**src/rtl/mem_arb_pkg.sv**
```systemverilog
// Shared definitions for the memory arbiter.
// Holds the arbiter state encoding, default parameter values and the data word
// that is returned to a requester when its transaction times out.
package mem_arb_pkg;

    typedef enum logic [1:0] {
        StIdle  = 2'd0,
        StIBusy = 2'd1,
        StDBusy = 2'd2
    } arb_state_e;

    localparam int unsigned STARVE_LIMIT_DEFAULT   = 4;
    localparam int unsigned TIMEOUT_CYCLES_DEFAULT = 255;
    localparam logic [31:0] TIMEOUT_RDATA          = 32'hDEADBEEF;

endpackage

```
**src/rtl/mem_arb_watchdog.sv**
```systemverilog
// Busy-cycle watchdog for the memory arbiter.
// Counts consecutive cycles in which count_i is high and raises expire_o
// (combinationally) on the TIMEOUT_CYCLES-th such cycle; the count restarts
// whenever count_i drops or the watchdog expires.
// Ports:
//   clk_i     clock
//   rst_ni    asynchronous active-low reset
//   count_i   a transaction is outstanding and not acknowledged this cycle
//   expire_o  limit reached this cycle
module mem_arb_watchdog
    import mem_arb_pkg::*;
#(
    parameter int unsigned TIMEOUT_CYCLES = TIMEOUT_CYCLES_DEFAULT  // must be >= 1
) (
    input  logic clk_i,
    input  logic rst_ni,
    input  logic count_i,
    output logic expire_o
);

    localparam int unsigned CntW = (TIMEOUT_CYCLES < 2) ? 1 : $clog2(TIMEOUT_CYCLES);

    logic [CntW-1:0] cnt_d, cnt_q;

    always_comb begin
        expire_o = count_i && (cnt_q == CntW'(TIMEOUT_CYCLES - 1));
        cnt_d    = cnt_q + CntW'(1);
        if (!count_i || expire_o) begin
            cnt_d = '0;
        end
    end

    always_ff @(posedge clk_i or negedge rst_ni) begin
        if (!rst_ni) begin
            cnt_q <= '0;
        end else begin
            cnt_q <= cnt_d;
        end
    end

endmodule

```
**src/rtl/mem_arbiter.sv**
```systemverilog
// Two-requester arbiter for a single shared memory port.
// The data side (D) normally wins over the fetch side (I); after STARVE_LIMIT
// consecutive D grants with I waiting, I is served next. One transaction is
// outstanding at a time and every memory-side output is registered.
// Optional feature: define MEM_ARB_TIMEOUT_EN to add a watchdog that aborts a
// transaction after TIMEOUT_CYCLES unacknowledged busy cycles, returning
// 32'hDEADBEEF and pulsing Err. Without it Err is tied low.
// Ports:
//   Clk, Reset_n                  clock, asynchronous active-low reset
//   I_valid/I_addr                fetch read request
//   I_done/I_rdata                fetch completion pulse and data
//   D_valid/D_we/D_be/D_addr/D_wdata  data request
//   D_done/D_rdata                data completion pulse and load data
//   Mem_req/we/be/addr/wdata      shared memory request (held until ack)
//   Mem_ack/Mem_rdata             memory completion and read data
//   Err                           timeout pulse
module mem_arbiter
    import mem_arb_pkg::*;
#(
    parameter int unsigned STARVE_LIMIT   = STARVE_LIMIT_DEFAULT,
    parameter int unsigned TIMEOUT_CYCLES = TIMEOUT_CYCLES_DEFAULT
) (
    input  logic        Clk,
    input  logic        Reset_n,
    input  logic        I_valid,
    input  logic [31:0] I_addr,
    output logic        I_done,
    output logic [31:0] I_rdata,
    input  logic        D_valid,
    input  logic        D_we,
    input  logic [3:0]  D_be,
    input  logic [31:0] D_addr,
    input  logic [31:0] D_wdata,
    output logic        D_done,
    output logic [31:0] D_rdata,
    output logic        Mem_req,
    output logic        Mem_we,
    output logic [3:0]  Mem_be,
    output logic [31:0] Mem_addr,
    output logic [31:0] Mem_wdata,
    input  logic        Mem_ack,
    input  logic [31:0] Mem_rdata,
    output logic        Err
);

    localparam int unsigned StarveW = (STARVE_LIMIT < 1) ? 1 : $clog2(STARVE_LIMIT + 1);

    arb_state_e   state_d, state_q;
    logic [StarveW-1:0] starve_d, starve_q;
    logic         mem_req_d, mem_req_q;
    logic         mem_we_d, mem_we_q;
    logic [3:0]   mem_be_d, mem_be_q;
    logic [31:0]  mem_addr_d, mem_addr_q;
    logic [31:0]  mem_wdata_d, mem_wdata_q;
    logic         i_done_d, i_done_q;
    logic         d_done_d, d_done_q;
    logic [31:0]  i_rdata_d, i_rdata_q;
    logic [31:0]  d_rdata_d, d_rdata_q;
    logic         starve_at_limit, grant_d, grant_i;
    logic         wd_expire;

`ifdef MEM_ARB_TIMEOUT_EN
    logic err_d, err_q;

    mem_arb_watchdog #(
        .TIMEOUT_CYCLES(TIMEOUT_CYCLES)
    ) u_watchdog (
        .clk_i   (Clk),
        .rst_ni  (Reset_n),
        .count_i ((state_q != StIdle) && !Mem_ack),
        .expire_o(wd_expire)
    );

    assign Err = err_q;
`else
    logic unused_timeout;

    assign unused_timeout = ^TIMEOUT_CYCLES;
    assign wd_expire      = 1'b0;
    assign Err            = 1'b0;
`endif

    // D wins ties unless I has already waited through STARVE_LIMIT D grants.
    assign starve_at_limit = (starve_q == StarveW'(STARVE_LIMIT));
    assign grant_d = (state_q == StIdle) && D_valid && !(I_valid && starve_at_limit);
    assign grant_i = (state_q == StIdle) && I_valid && !grant_d;

    always_comb begin
        state_d     = state_q;
        mem_req_d   = mem_req_q;
        mem_we_d    = mem_we_q;
        mem_be_d    = mem_be_q;
        mem_addr_d  = mem_addr_q;
        mem_wdata_d = mem_wdata_q;
        i_done_d    = 1'b0;
        d_done_d    = 1'b0;
        i_rdata_d   = i_rdata_q;
        d_rdata_d   = d_rdata_q;
`ifdef MEM_ARB_TIMEOUT_EN
        err_d       = 1'b0;
`endif

        starve_d = starve_q;
        if (!I_valid || grant_i) begin
            starve_d = '0;
        end else if (grant_d && !starve_at_limit) begin
            starve_d = starve_q + StarveW'(1);
        end

        case (state_q)
            StIdle: begin
                if (grant_d) begin
                    state_d     = StDBusy;
                    mem_req_d   = 1'b1;
                    mem_we_d    = D_we;
                    mem_be_d    = D_be;
                    mem_addr_d  = D_addr;
                    mem_wdata_d = D_wdata;
                end else if (grant_i) begin
                    state_d     = StIBusy;
                    mem_req_d   = 1'b1;
                    mem_we_d    = 1'b0;
                    mem_be_d    = 4'hF;
                    mem_addr_d  = I_addr;
                    mem_wdata_d = '0;
                end
            end
            StIBusy: begin
                if (Mem_ack) begin
                    state_d   = StIdle;
                    mem_req_d = 1'b0;
                    i_done_d  = 1'b1;
                    i_rdata_d = Mem_rdata;
                end else if (wd_expire) begin
                    state_d   = StIdle;
                    mem_req_d = 1'b0;
                    i_done_d  = 1'b1;
                    i_rdata_d = TIMEOUT_RDATA;
`ifdef MEM_ARB_TIMEOUT_EN
                    err_d     = 1'b1;
`endif
                end
            end
            StDBusy: begin
                if (Mem_ack) begin
                    state_d   = StIdle;
                    mem_req_d = 1'b0;
                    d_done_d  = 1'b1;
                    // Stores complete without touching the load data.
                    if (!mem_we_q) begin
                        d_rdata_d = Mem_rdata;
                    end
                end else if (wd_expire) begin
                    state_d   = StIdle;
                    mem_req_d = 1'b0;
                    d_done_d  = 1'b1;
                    d_rdata_d = TIMEOUT_RDATA;
`ifdef MEM_ARB_TIMEOUT_EN
                    err_d     = 1'b1;
`endif
                end
            end
            default: begin
                state_d   = StIdle;
                mem_req_d = 1'b0;
            end
        endcase
    end

    always_ff @(posedge Clk or negedge Reset_n) begin
        if (!Reset_n) begin
            state_q     <= StIdle;
            starve_q    <= '0;
            mem_req_q   <= 1'b0;
            mem_we_q    <= 1'b0;
            mem_be_q    <= '0;
            mem_addr_q  <= '0;
            mem_wdata_q <= '0;
            i_done_q    <= 1'b0;
            d_done_q    <= 1'b0;
            i_rdata_q   <= '0;
            d_rdata_q   <= '0;
`ifdef MEM_ARB_TIMEOUT_EN
            err_q       <= 1'b0;
`endif
        end else begin
            state_q     <= state_d;
            starve_q    <= starve_d;
            mem_req_q   <= mem_req_d;
            mem_we_q    <= mem_we_d;
            mem_be_q    <= mem_be_d;
            mem_addr_q  <= mem_addr_d;
            mem_wdata_q <= mem_wdata_d;
            i_done_q    <= i_done_d;
            d_done_q    <= d_done_d;
            i_rdata_q   <= i_rdata_d;
            d_rdata_q   <= d_rdata_d;
`ifdef MEM_ARB_TIMEOUT_EN
            err_q       <= err_d;
`endif
        end
    end

    assign Mem_req   = mem_req_q;
    assign Mem_we    = mem_we_q;
    assign Mem_be    = mem_be_q;
    assign Mem_addr  = mem_addr_q;
    assign Mem_wdata = mem_wdata_q;
    assign I_done    = i_done_q;
    assign D_done    = d_done_q;
    assign I_rdata   = i_rdata_q;
    assign D_rdata   = d_rdata_q;

endmodule

```
**config.mk**
```make
export PLATFORM = sky130hd
export DESIGN_NAME = mem_arbiter
export DESIGN_NICKNAME = d
export VERILOG_FILES = /design/src/rtl/mem_arb_pkg.sv /design/src/rtl/mem_arb_watchdog.sv /design/src/rtl/mem_arbiter.sv
export SDC_FILE = /design/constraint.sdc
export NUM_CORES = 1
export LEC_CHECK = 0
export ABC_AREA = 1
export CORE_MARGIN = 2
export CORE_UTILIZATION = 41
export CTS_BUF_LIST = sky130_fd_sc_hd__clkbuf_4 sky130_fd_sc_hd__clkbuf_8
export CTS_CLUSTER_DIAMETER = 120
export DETAILED_ROUTE_END_ITERATION = 10
export PLACE_DENSITY = 0.83
export RECOVER_POWER = 50
export SYNTH_ARGS = -nofsm -noshare
export SYNTH_HDL_FRONTEND = slang
export SYNTH_SLANG_ARGS = --single-unit
```
**constraint.sdc**
```tcl
create_clock -name Clk -period 1.65 [get_ports Clk]
set_input_delay 0.4125 -clock Clk [delete_from_list [all_inputs] [get_ports Clk]]
set_output_delay 0.4125 -clock Clk [all_outputs]
set_load 0.005 [all_outputs]
```
# Word-level counts from Yosys, hierarchy flattened
# Cells that the tools add are included.
dict set report totals {
  elab_cells 58
  in_bits 138
  register_bits 141
  out_inout_bits 137
}
dict set report op_classes {
  n_eq_ne 5
  bitwise 1
  addsub 1
  muxes 21
  n_reduce_logical 19
}
# op n
set ops {}
lappend ops {{two-way mux 32 bit} 4}
lappend ops {{two-way mux 1 bit} 8}
lappend ops {{two-way mux 4 bit} 2}
lappend ops {{logical AND 1 bit} 6}
lappend ops {{two-way mux 2 bit} 3}
lappend ops {{two-way mux 3 bit} 2}
lappend ops {{AND reduction 2 bit} 3}
lappend ops {{logical NOT 1 bit} 4}
lappend ops {{case mux 2 bit (2 select lines)} 1}
lappend ops {{nonzero test 2 bit} 2}
lappend ops {{adder 3 x 1 -> 3 bit (second input constant)} 1}
lappend ops {{== test 3 bit (second input constant)} 1}
lappend ops {{!= test 3 bit (second input constant)} 1}
lappend ops {{AND reduction 3 bit} 1}
lappend ops {{== test 2 x 1 -> 1 bit (second input constant)} 1}
lappend ops {{== test 2 bit (second input constant)} 1}
lappend ops {{logical NOT 2 bit} 1}
lappend ops {{!= test 2 x 1 -> 1 bit (second input constant)} 1}
lappend ops {{case mux 1 bit (2 select lines)} 1}
lappend ops {{OR reduction 2 bit} 1}
lappend ops {{logical OR 1 bit} 1}
lappend ops {{inverter 1 bit} 1}

# Logic depth before layout (Yosys ltp)
# Gate-level depths: netlist of the first run.
dict set report depth {
  depth_word 9
  mapped_depth 10
  depth_no_buf 8
}

# Least setup slack after synthesis of the first run
# OpenSTA, ideal clock, no wires.
dict set report synth_timing {
  kind {flip-flop to flip-flop}
  startpoint {register state_q[0]}
  endpoint {register mem_be_q[0] (netlist: Mem_be[0])}
  path_buffers 2
  period_less_slack_ps 1372
  t_arrival_ps 1253
  required_time_ps 1531
  path_slack_ps 278
  setup_ps 119
  path_stages_with_launch 10
  cell_sequence {dfrtp_1 inv_1 ha_1 nand2_2 inv_2 nand2_1 buf_6 buf_6 o22ai_1 inv_1}
}
dict set report synth_via {
  elab_chain_cells 7
  word_cells_on_any_way 9
  classes_between {mux (1); reduce/logical (8)}
}
# item line
set synth_lines {}
lappend synth_lines {{from (decl)} mem_arbiter.sv:48} ;# arb_state_e state_d, state_q;
lappend synth_lines {{from (signal assigned)} mem_arbiter.sv:172} ;# state_q <= StIdle;
lappend synth_lines {{from (signal assigned)} mem_arbiter.sv:187} ;# state_q <= state_d;
lappend synth_lines {{logical NOT 2 bit *} {mem_arbiter.sv:85, mem_arbiter.sv:86, mem_arbiter.sv:110}}
lappend synth_lines {{logical AND 1 bit (2 in series)} mem_arbiter.sv:85} ;# assign grant_d = (state_q == StIdle) && D_valid && !(I_valid && starve_at_limit);
lappend synth_lines {{logical NOT 1 bit} mem_arbiter.sv:86} ;# assign grant_i = (state_q == StIdle) && I_valid && !grant_d;
lappend synth_lines {{logical AND 1 bit} mem_arbiter.sv:86}
lappend synth_lines {{nonzero test 2 bit (no source line)} -}
lappend synth_lines {{AND reduction 2 bit (no source line)} -}
lappend synth_lines {{to (signal assigned)} mem_arbiter.sv:191} ;# mem_be_q <= mem_be_d;
lappend synth_lines {{to (decl)} mem_arbiter.sv:52} ;# logic [3:0] mem_be_d, mem_be_q;
# Mark *: on every way between the ends. The rest lies on a longest branch, timed or not.
# A chain may end at the register's enable or synchronous reset.

# Worst setup path after layout of the first run
dict set report layout_timing {
  startpoint {register state_q[0]}
  endpoint {register mem_addr_q[2] (netlist: Mem_addr[2])}
}
dict set report layout_via {
  elab_chain_cells 7
  word_cells_on_any_way 9
  classes_between {mux (1); reduce/logical (8)}
}
# item line
set layout_lines {}
lappend layout_lines {{logical NOT 2 bit *} {mem_arbiter.sv:85, mem_arbiter.sv:86, mem_arbiter.sv:110}}
lappend layout_lines {{logical AND 1 bit (2 in series)} mem_arbiter.sv:85}
lappend layout_lines {{logical NOT 1 bit} mem_arbiter.sv:86}
lappend layout_lines {{logical AND 1 bit} mem_arbiter.sv:86}
lappend layout_lines {{nonzero test 2 bit (no source line)} -}
lappend layout_lines {{AND reduction 2 bit (no source line)} -}
lappend layout_lines {{to (signal assigned)} mem_arbiter.sv:192} ;# mem_addr_q <= mem_addr_d;
lappend layout_lines {{to (decl)} mem_arbiter.sv:53} ;# logic [31:0] mem_addr_d, mem_addr_q;
# Marked as above.

==> out/results.txt, run 1 <==
outcome -> finished, final reports clean
Yosys reg bits -> 141
crit path max-delay cell type -> dfrtp_1
Congestion Overflow GR -> 0
largest net degree at the start of global routing -> 65
static leakage -> 5.22 nW
DIE HEIGHT -> 127 um
Final Hold Viols -> 0
1st-pass router iterations -> 5
Logic pwr share -> 0.429
DRT iter0 DRCs -> 366
final WL -> 18,400 um
multi-input logic area -> 0.00197 mm^2
maxcap violations -> 0
Clk pwr share -> 0.185
Slew headroom -> 0.626
RePlAce Congestion -> 0.846
Core Rows -> 44
via count of the routed design -> 5,908
Crit path required time -> 1.98 ns
later-pin clock latency in the skew report -> 0.44 ns
worst hold slack -> 0.442 ns
share of layout cells above drive strength 1 -> 0.0787
core area -> 0.0146 mm^2
HPWL after DPL -> 13,200 um
Nets -> 1,159
WP data arrival -> 1.86 ns
largest stage delay on the critical path -> 0.39 ns
r2r worst-path depth -> 9
post-route ant nets -> 0
routed wl met3 -> 1080 um
area growth from synthesis to final layout -> 55.5%
CTS root buffer -> clkbuf_8
Mapped Avg Cell Area -> 8.48 um^2
crit path buf inv count -> 4
initial antenna violation count -> 0
Net Count, Synth -> 871
DR DRC count -> 0
initial core utilization -> 0.422
CP Capture Type -> flip-flop
global-route wire length before repair -> 30,100 um
# IOs -> 275
final period utilization -> 0.929
Met2 Wirelength -> 9100 um
Clk pin slew, worst setup/hold paths -> 0.08 ns
yosys warns -> 0
total CTS buffers -> 17
highest routed metal layer -> met4
CP max FO -> 16
Internal -> 9.84 mW
met1 WL -> 7440 um
Max Root-Sink Buffers -> 2
Die Area -> 0.0161 mm^2
Max Fclk -> 0.652 GHz
PortBufs -> 273
Worst R2R Setup Slack -> 0.12 ns
maximum VDD drop -> 0.000658 V
Levels on crit path -> 9
Via-to-Cell Ratio -> 4.87
dpl ws -> -0.111 ns
sequential area share after synthesis -> 0.571
Overall Global Routing Usage -> 0.235
Mapped Area -> 0.00617 mm^2
CP top delay family -> buffers and inverters
die width -> 127 um
# H-tree levels -> 4
crit-path cells -> inv_1 -> ha_4 -> nand2_2 -> inv_4 -> buf_12 -> clkbuf_16 -> nand3_1 -> nand3_1 -> nand2_1
RSZ-0062 raised after global routing -> no
number of global-route vias before repair -> 5,998
number of fill cells -> 1,273
sequential power share -> 0.386
Post-Syn Instances -> 728
CTS tree -> done
transition time of the tightest slew-check pin -> 0.562 ns
Tmin final -> 1.53 ns
Worst Setup Start Kind -> flip-flop
final slew viol count -> 0
kind of critical path -> reg -> reg
P_sw -> 5.33 mW
CP most frequent cell -> nand3_1
skew final -> 0.0121 ns
Post-Route Setup TNS -> 0 ns
Worst Slack Setup Final -> 0.117 ns
# setup viols final -> 0
Sw Share -> 0.351
Sequential Area -> 0.00353 mm^2
clk sinks -> 141
library cells used by synthesis -> 17
Hold/Removal Path Class -> in -> async
antenna cells -> 0
Cell Pwr Density -> 1580 mW/mm^2
DR WL/cell -> 15.2 um
## cells by family (layout without fill, tap and decap cells)
kind of cell    Yosys count  in the layout  synth area share
compound gates           73             73            0.0600
xor+xnor                  1              1           0.00142
fa+ha+maj                 5              5            0.0101
buf+inv                 163            464             0.113
flops                   141            141             0.571
other cells               1              1          0.000607
simple gates            344            344             0.243
## cells in the mapped netlist (all sizes together)
library cell | number | area (um^2)
buf | 37 | 225
clkbuf | 13 | 48.8
conb | 1 | 3.75
dfrtp | 141 | 3530
ha | 5 | 62.6
inv | 113 | 424
nand2 | 178 | 673
nand3 | 165 | 826
nor2 | 1 | 3.75
o21ai | 69 | 345
o22ai | 4 | 25.0
xnor2 | 1 | 8.76
## area by class of cell
type | instances | area share
clock buffers | 20 | 0.0287
clock inverters | 12 | 0.0142
repair buffers | 319 | 0.316
well taps | 184 | 0.0240
flip-flops and latches | 141 | 0.368
multi-input cells | 424 | 0.205
inverters | 113 | 0.0444
## metal layers
| layer | up-vias | GRT usage |
|---|---|---|
| met1 | 2741 | 0.290 |
| met5 | - | 0 |
| met4 | 0 | 0.125 |
| met2 | 242 | 0.393 |
| li1 | 2872 | - |
| met3 | 53 | 0.0447 |
## repair_timing
| item | in CTS | in global routing |
|---|---|---|
| cloned | 0 | 1 |
| buffers inserted | 11 | 1 |
| endpoints found under the setup margin | 136 | 72 |
| endpoints found under the hold margin | 37 | 0 |
| hold buffers | 1 | 0 |
| gates resized for setup | 136 | 4 |
## power by group through the flow
stage                     clock network [mW]  registers (mW)  logic, mW
after floorplan                            0            6.06       2.57
after global placement                     0            5.92       7.19
after detailed placement                   0            5.97       7.39
after CTS                               2.89            5.86       6.52
after global routing                    3.06            6.06       7.22
final                                   2.81            5.85       6.52
## sequential cells by signal, summed over array words and instances (netlist names), 2 cells and up
register	flops
I_rdata	32
Mem_wdata	32
starve_q	3
Mem_be	4
D_rdata	32
state_q	2
Mem_addr	32
## path summary, 6_finish.rpt
kind	endpoint	from
max in group asynchronous	Mem_wdata[26]$_DFFE_PN0P_	Reset_n
min reg2reg	Mem_req$_DFFE_PN0P_	Mem_req$_DFFE_PN0P_
min	D_rdata[19]$_DFFE_PN0P_	Reset_n
max	Mem_addr[2]$_DFFE_PN0P_	state_q[0]$_DFFE_PN0P_
max reg2reg	Mem_addr[2]$_DFFE_PN0P_	state_q[0]$_DFFE_PN0P_
min in group Clk	Mem_req$_DFFE_PN0P_	Mem_req$_DFFE_PN0P_
## stage by stage
step / utilization / instance area [um^2] / power [mW] / instances
CTS: 0.656 / 9610 / 15.3 / 1211
finish: 0.656 / 9600 / 15.2 / 1213
global route: 0.656 / 9600 / 16.3 / 1213
floorplan: - / 6170 / 8.63 / 728
global placement: 0.634 / 9280 / 13.1 / 1167
detailed placement: 0.634 / 9280 / 13.4 / 1167
## layout by cell type (no fill, tap or decap), types with 2 or more instances in the layout
| master | instances |
|---|---|
| bufinv_16 | 2 |
| clkbuf_8 | 20 |
| clkinvlp_4 | 3 |
| clkinv_2 | 2 |
| buf_4 | 26 |
| nand3_1 | 164 |
| inv_6 | 2 |
| nand2_1 | 176 |
| clkdlybuf4s50_1 | 136 |
| o21ai_0 | 68 |
| dfrtp_1 | 141 |
| clkbuf_1 | 3 |
| buf_12 | 10 |
| inv_1 | 111 |
| dlygate4sd2_1 | 136 |
| o22ai_1 | 4 |
| clkinv_4 | 3 |
| ha_1 | 4 |
| clkbuf_4 | 3 |
| nand2_2 | 2 |
Note: power is estimated with default switching activity, not from simulation.
==> inputs of run 2 (changes only) <==
==> constraint.sdc (replaced) <==
create_clock -name Clk -period 1.65 [get_ports Clk]
set_input_delay 0.4125 -clock Clk [delete_from_list [all_inputs] [get_ports Clk]]
set_output_delay 0.4125 -clock Clk [all_outputs]
set_load 0.05 [all_outputs]
==> run 2 against run 1 <==
Total power up 69%. Clock power decreased by 2%. Hold slack better by 0.077 ns. Final area rose by 14%. Register-to-register slack gained 0.02 ns. Die area stayed put. Sequential cell count unchanged. Sequential power rose by 17%. First-iteration DRC count increased by 21%. Non-clock buffer count fell by 18. Count of clock-buffer cells in the layout shrank 2. Via count about the same. Critical path type unchanged. Largest cell class is now buffers.
==> out/results.txt, run 2 (synthesized netlist as in run 1, its figures left out) <==
CP most frequent cell -> nand2_1
number of global-route vias before repair -> 6,017 (+0.32%)
# IOs -> 275 (unchanged)
# H-tree levels -> 4 (unchanged)
DRT iter0 DRCs -> 444 (+21%)
DIE HEIGHT -> 127 um (unchanged)
Logic pwr share -> 0.626 (+0.197)
final slew viol count -> 0 (unchanged)
maxcap violations -> 0 (unchanged)
number of fill cells -> 953 (-25%)
static leakage -> 5.49 nW (+5.3%)
Nets -> 1,141 (-1.6%)
post-layout utilization of the core -> 0.749 (+0.0936)
clk sinks -> 141 (unchanged)
P_sw -> 11.8 mW (+120%)
initial antenna violation count -> 1 (+1)
Max Root-Sink Buffers -> 2 (unchanged)
RSZ-0062 raised after global routing -> no
Cell Pwr Density -> 2340 mW/mm^2 (+48%)
r2r worst-path depth -> 6 (-3)
Die Area -> 0.0161 mm^2 (unchanged)
met1 GRT Util -> 0.286 (-0.00472)
Tmin final -> 1.51 ns (-0.0195 ns)
DR DRC count -> 0 (unchanged)
CP Capture Type -> flip-flop
Final Hold Viols -> 0 (unchanged)
largest stage delay on the critical path -> 0.38 ns (about the same)
CTS root buffer -> clkbuf_8
final period utilization -> 0.917 (-0.0118)
Hold Path Depth -> 3
Sw Share -> 0.459 (+0.108)
global-route wire length before repair -> 30,700 um (+2.2%)
DR WL/cell -> 16.1 um (+6.1%)
Max Fclk -> 0.661 GHz (+1.3%)
most frequent cells in the layout -> 176 x nand2_1, 164 x nand3_1, 147 x buf_12
Congestion Overflow GR -> 0 (unchanged)
most congested layer reported by global routing -> met2
global routing usage on met2 -> 0.412 (+0.0191)
later-pin clock latency in the skew report -> 0.45 ns (about the same)
crit-path cells -> inv_1 -> ha_1 -> nand2_1 -> clkbuf_4 -> nand2_1 -> o21ai_0
WP data arrival -> 1.86 ns (about the same)
initial core utilization -> 0.422 (unchanged)
Worst Slack Setup Final -> 0.136 ns (+0.0195 ns)
CP max FO -> 34 (+18)
die width -> 127 um (unchanged)
Clk pin slew, worst setup/hold paths -> 0.08 ns (about the same)
transition time of the tightest slew-check pin -> 1.07 ns (+0.506 ns)
# setup viols final -> 0 (unchanged)
Worst Setup Start Kind -> flip-flop
kind of critical path -> reg -> reg
area growth from synthesis to final layout -> 77.7%
via count of the routed design -> 5,909 (+0.017%)
core area -> 0.0146 mm^2 (unchanged)
Post-CTS Setup Bufs -> 0 (-11)
HPWL after DPL -> 14,200 um (+7.8%)
1st-pass router iterations -> 5 (unchanged)
crit path max-delay cell type -> dfrtp_1
maximum VDD drop -> 0.00131 V (+99%)
Crit path required time -> 2.00 ns (+0.02 ns)
share of layout cells above drive strength 1 -> 0.197 (+0.118)
sequential power share -> 0.267 (-0.119)
CTS tree -> done
M3 GR Usage -> 0.0544 (+0.00970)
largest net degree at the start of global routing -> 65 (unchanged)
Overall Global Routing Usage -> 0.243 (+0.00781)
final WL -> 19,300 um (+4.6%)
skew final -> 0.0134 ns (+0.00135 ns)
Slew headroom -> 0.288 (-0.337)
Core Rows -> 44 (unchanged)
Clk pwr share -> 0.107 (-0.078)
total CTS buffers -> 17 (unchanged)
PortBufs -> 273 (unchanged)
post-route ant nets -> 0 (unchanged)
dpl ws -> -0.126 ns (-0.0153 ns)
Via-to-Cell Ratio -> 4.94 (+1.4%)
Internal -> 13.9 mW (+41%)
RePlAce Congestion -> 0.876 (+3.6%)
commonest non-fill, non-tap cell in the layout -> nand2_1
outcome -> finished, final reports clean
Hold/Removal Path Class -> in -> reg
-- run 2: per-stage QoR --
| stage | TNS, ns | power (mW) | instances | area (um^2) | hold WS, ns |
|---|---|---|---|---|---|
| global route | 0 | 26.7 | 1196 | 11000 | 0.500 |
| floorplan | 0 | 14.0 | 728 | 6170 | 0.117 |
| global placement | -2.35 | 22.7 | 1162 | 10600 | 0.365 |
| detailed placement | -5.21 | 23.0 | 1162 | 10600 | 0.366 |
| CTS | 0 | 25.8 | 1195 | 11000 | 0.444 |
| finish | 0 | 25.6 | 1196 | 11000 | 0.519 |
-- run 2: what timing repair did --
item	CTS	global route
endpoints found under the setup margin	0	49
hold buffers	1	0
resized for setup	0	2
endpoints found under the hold margin	39	0
-- run 2: critical path, delay by kind of cell, from the launching register on --
| kind | cells | cell delay, ns |
|---|---|---|
| adder cells (fa/ha/maj) | 1 | 0.18 |
| flip-flops | 1 | 0.38 |
| buffers and inverters | 2 | 0.47 |
| AO/OA/AOI/OAI | 1 | 0.12 |
| AND/OR/NAND/NOR | 2 | 0.25 |
-- run 2: path summary, 6_finish.rpt --
path                                        startpoint  slack (ns)                         to
worst max-delay path            state_q[1]$_DFFE_PN0P_        0.14     I_rdata[8]$_DFFE_PN0P_
worst min-delay path                       D_wdata[23]        0.52  Mem_wdata[23]$_DFFE_PN0P_
worst max register to register  state_q[1]$_DFFE_PN0P_        0.14     I_rdata[8]$_DFFE_PN0P_
worst min register to register  state_q[0]$_DFFE_PN0P_        0.53     state_q[0]$_DFFE_PN0P_
max in group asynchronous                      Reset_n        0.18    Mem_addr[5]$_DFFE_PN0P_
min in group asynchronous                      Reset_n        0.70    D_rdata[14]$_DFFE_PN0P_
-- run 2: cell type report --
class                           instances  area, um^2  share of cell area
Clock buffer                           18         248              0.0226
Inverter                              113         424              0.0387
Sequential cell                       141        3530               0.322
Clock inverter                         14         144              0.0131
Multi-Input combinational cell        424        1970               0.179
Antenna cell                            1        2.50            0.000228
Timing Repair Buffer                  301        4430               0.404
Tap cell                              184         230              0.0210
-- run 2: power by group through the flow --
stage               registers, mW  logic, mW  clock network (mW)
CTS                          6.85       16.2                2.79
finish                       6.85       16.1                2.75
floorplan                    11.4       2.56                   0
global route                 7.04       16.7                2.96
detailed placement           6.88       16.1                   0
global placement             6.80       15.9                   0
-- run 2: metal layers --
metal,vias up,routed length [um],share of wire
met3,61,1290,0.067
met4,0,918,0.048
met5,-,0,0
met2,248,9820,0.51
met1,2770,7240,0.38
li1,2830,-,-
==> edit (config.mk and constraints of run 1) <==
Change the package constant `STARVE_LIMIT_DEFAULT` from 4 to 16.
--- a/src/rtl/mem_arb_pkg.sv
+++ b/src/rtl/mem_arb_pkg.sv
@@ -9,7 +9,7 @@
         StDBusy = 2'd2
     } arb_state_e;
 
-    localparam int unsigned STARVE_LIMIT_DEFAULT   = 4;
+    localparam int unsigned STARVE_LIMIT_DEFAULT   = 16;
     localparam int unsigned TIMEOUT_CYCLES_DEFAULT = 255;
     localparam logic [31:0] TIMEOUT_RDATA          = 32'hDEADBEEF;
 
Check against the original RTL: no difference found for any inputs over 4 cycles, from zero or initial values and one cycle with Reset_n low; that may be too few to reach the edited logic, so the function may still have changed.
==> edit against run 1 <==
- utilization rose by 1.5 points
- highest routed layer unchanged
- final area grew 1.5%
- setup slack worse by 0.083 ns
- global-route usage is 0.22 points lower
- non-clock buffer count up 17
- routed wire length up 3.9%
- sequential cell count increased by 2
- area after synthesis decreased by 0.95%
- total power grew 2.6%
- largest power group unchanged
==> edit: results <==
<?xml version="1.0" encoding="UTF-8"?>
<metrics>
  <group name="power_and_ir_drop">
    <metric name="ir_worst_vdd" unit="V">0.000704</metric>
    <metric name="power_leakage" unit="uW">0.00537</metric>
  </group>
  <group name="grt">
    <metric name="global_route_wire_length_before_repair" unit="mm">29.5</metric>
    <metric name="global_route.usage.total" unit="%">23.3</metric>
    <metric name="maximum_number_of_pins_on_one_net_before_global_route_repair" unit="">65</metric>
  </group>
  <group name="critical_path">
    <metric name="timing.reg2reg.worst_path_depth" unit="">12</metric>
    <metric name="worstPathMaxFanout" unit="">9</metric>
    <metric name="worst_setup_path_startpoint" unit="">starve_q[0]$_DFFE_PN0P_</metric>
    <metric name="data_arrival_time_of_the_critical_path" unit="ns">1.99</metric>
    <metric name="worstSetupEndpoint" unit="">Mem_addr[18]$_DFFE_PN0P_</metric>
    <metric name="setup.reg_to_reg.worst_slack" unit="ns">0.03</metric>
  </group>
  <group name="yosys">
    <metric name="ys_seq_area_share" unit="%">58.5</metric>
    <metric name="synth.net_count" unit="">889</metric>
    <metric name="synth_common_cells" unit="">sky130_fd_sc_hd__nand2_1 (318), sky130_fd_sc_hd__dfrtp_1 (143), sky130_fd_sc_hd__inv_1 (116)</metric>
    <metric name="synthesis.area_per_instance" unit="sq um">8.20</metric>
    <metric name="synth.lib_cells_used.distinct" unit="">21</metric>
  </group>
  <group name="placement">
    <metric name="dpl_wire_length" unit="mm">13.0</metric>
    <metric name="place.gp.congestion" unit="">0.830</metric>
  </group>
  <group name="detailed_routing">
    <metric name="detail_route.iter0.violations" unit="">375</metric>
    <metric name="wire_per_inst" unit="um">15.2</metric>
    <metric name="post_drt_via_cell_ratio" unit="">4.74</metric>
    <metric name="routed-via-count" unit="">5975</metric>
  </group>
  <group name="finish">
    <metric name="ratio_of_cells_with_drive_above_1_in_the_final_layout" unit="%">10.0</metric>
    <metric name="area.share.sequential" unit="%">36.7</metric>
    <metric name="share_of_cell_area_taken_by_multi_input_logic_gates" unit="%">19.7</metric>
    <metric name="finish.net_count" unit="">1206</metric>
    <metric name="clock_tree_area_fraction" unit="%">4.06</metric>
    <metric name="layout.filler_cells" unit="">1147</metric>
    <metric name="num-multi-input-gates" unit="">447</metric>
    <metric name="n_all_inverters" unit="">118</metric>
    <metric name="non_clock_buffer_count" unit="">336</metric>
  </group>
  <group name="sta">
    <metric name="timing.clock.skew" unit="ns">0.0152</metric>
    <metric name="max_slew.worst_pin.slew" unit="ns">0.614</metric>
  </group>
  <group name="cts">
    <metric name="cts_setup_buffers" unit="">24</metric>
  </group>
  <group name="status">
    <metric name="status" unit="">finished, final reports clean</metric>
  </group>
</metrics>
## edit: how the worst min path moves through the flow
stage,slack (ns),start,cells past startpoint,end
6_report,0.44,Reset_n,2,D_rdata[15]$_DFFE_PN0P_
5_1_grt,0.45,Reset_n,2,D_rdata[15]$_DFFE_PN0P_
4_1_cts,0.45,Reset_n,2,I_rdata[19]$_DFFE_PN0P_
3_5_place_dp,0.36,Reset_n,1,I_rdata[19]$_DFFE_PN0P_
3_3_place_gp,0.36,Reset_n,1,I_rdata[22]$_DFFE_PN0P_
2_1_floorplan,0.12,Reset_n,0,D_done$_DFF_PN0_
## edit: cells by family after synthesis
logic type	after synthesis	synth area share [%]
AO/OA/AOI/OAI	107	8.82
XOR/XNOR	1	0.143
adder cells (fa/ha/maj)	5	1.02
buffers and inverters	156	10.6
flip-flops	143	58.5
other	1	0.0613
AND/OR/NAND/NOR	333	20.9
## edit: per-layer routing
| metal | wire length (um) | track usage [%] | vias to the layer above | part of all wire (%) |
|---|---|---|---|---|
| li1 | - | - | 2872 | - |
| met5 | 0 | 0 | - | 0 |
| met4 | 314 | 7.24 | 0 | 1.6 |
| met1 | 7410 | 27.1 | 2787 | 39 |
| met3 | 1760 | 7.86 | 25 | 9.2 |
| met2 | 9640 | 40.7 | 291 | 50 |
## edit: stage by stage
step	power [uW]	cell area, sq um	util [%]	worst slack [ns]
after global placement	13000	9240	63.6	-0.114
final	15600	9750	67.1	0.0336
after floorplan	8610	6120	-	0.0809
after global routing	16700	9750	67.1	-0.0598
after detailed placement	13200	9240	63.6	-0.208
after CTS	15400	9660	66.5	0.0333
## edit: power breakdown
group | internal, uW | switching, uW | total, uW
registers | 5060 | 840 | 5900
logic | 3510 | 3380 | 6890
clock network | 1360 | 1420 | 2780
total | 9930 | 5640 | 15600
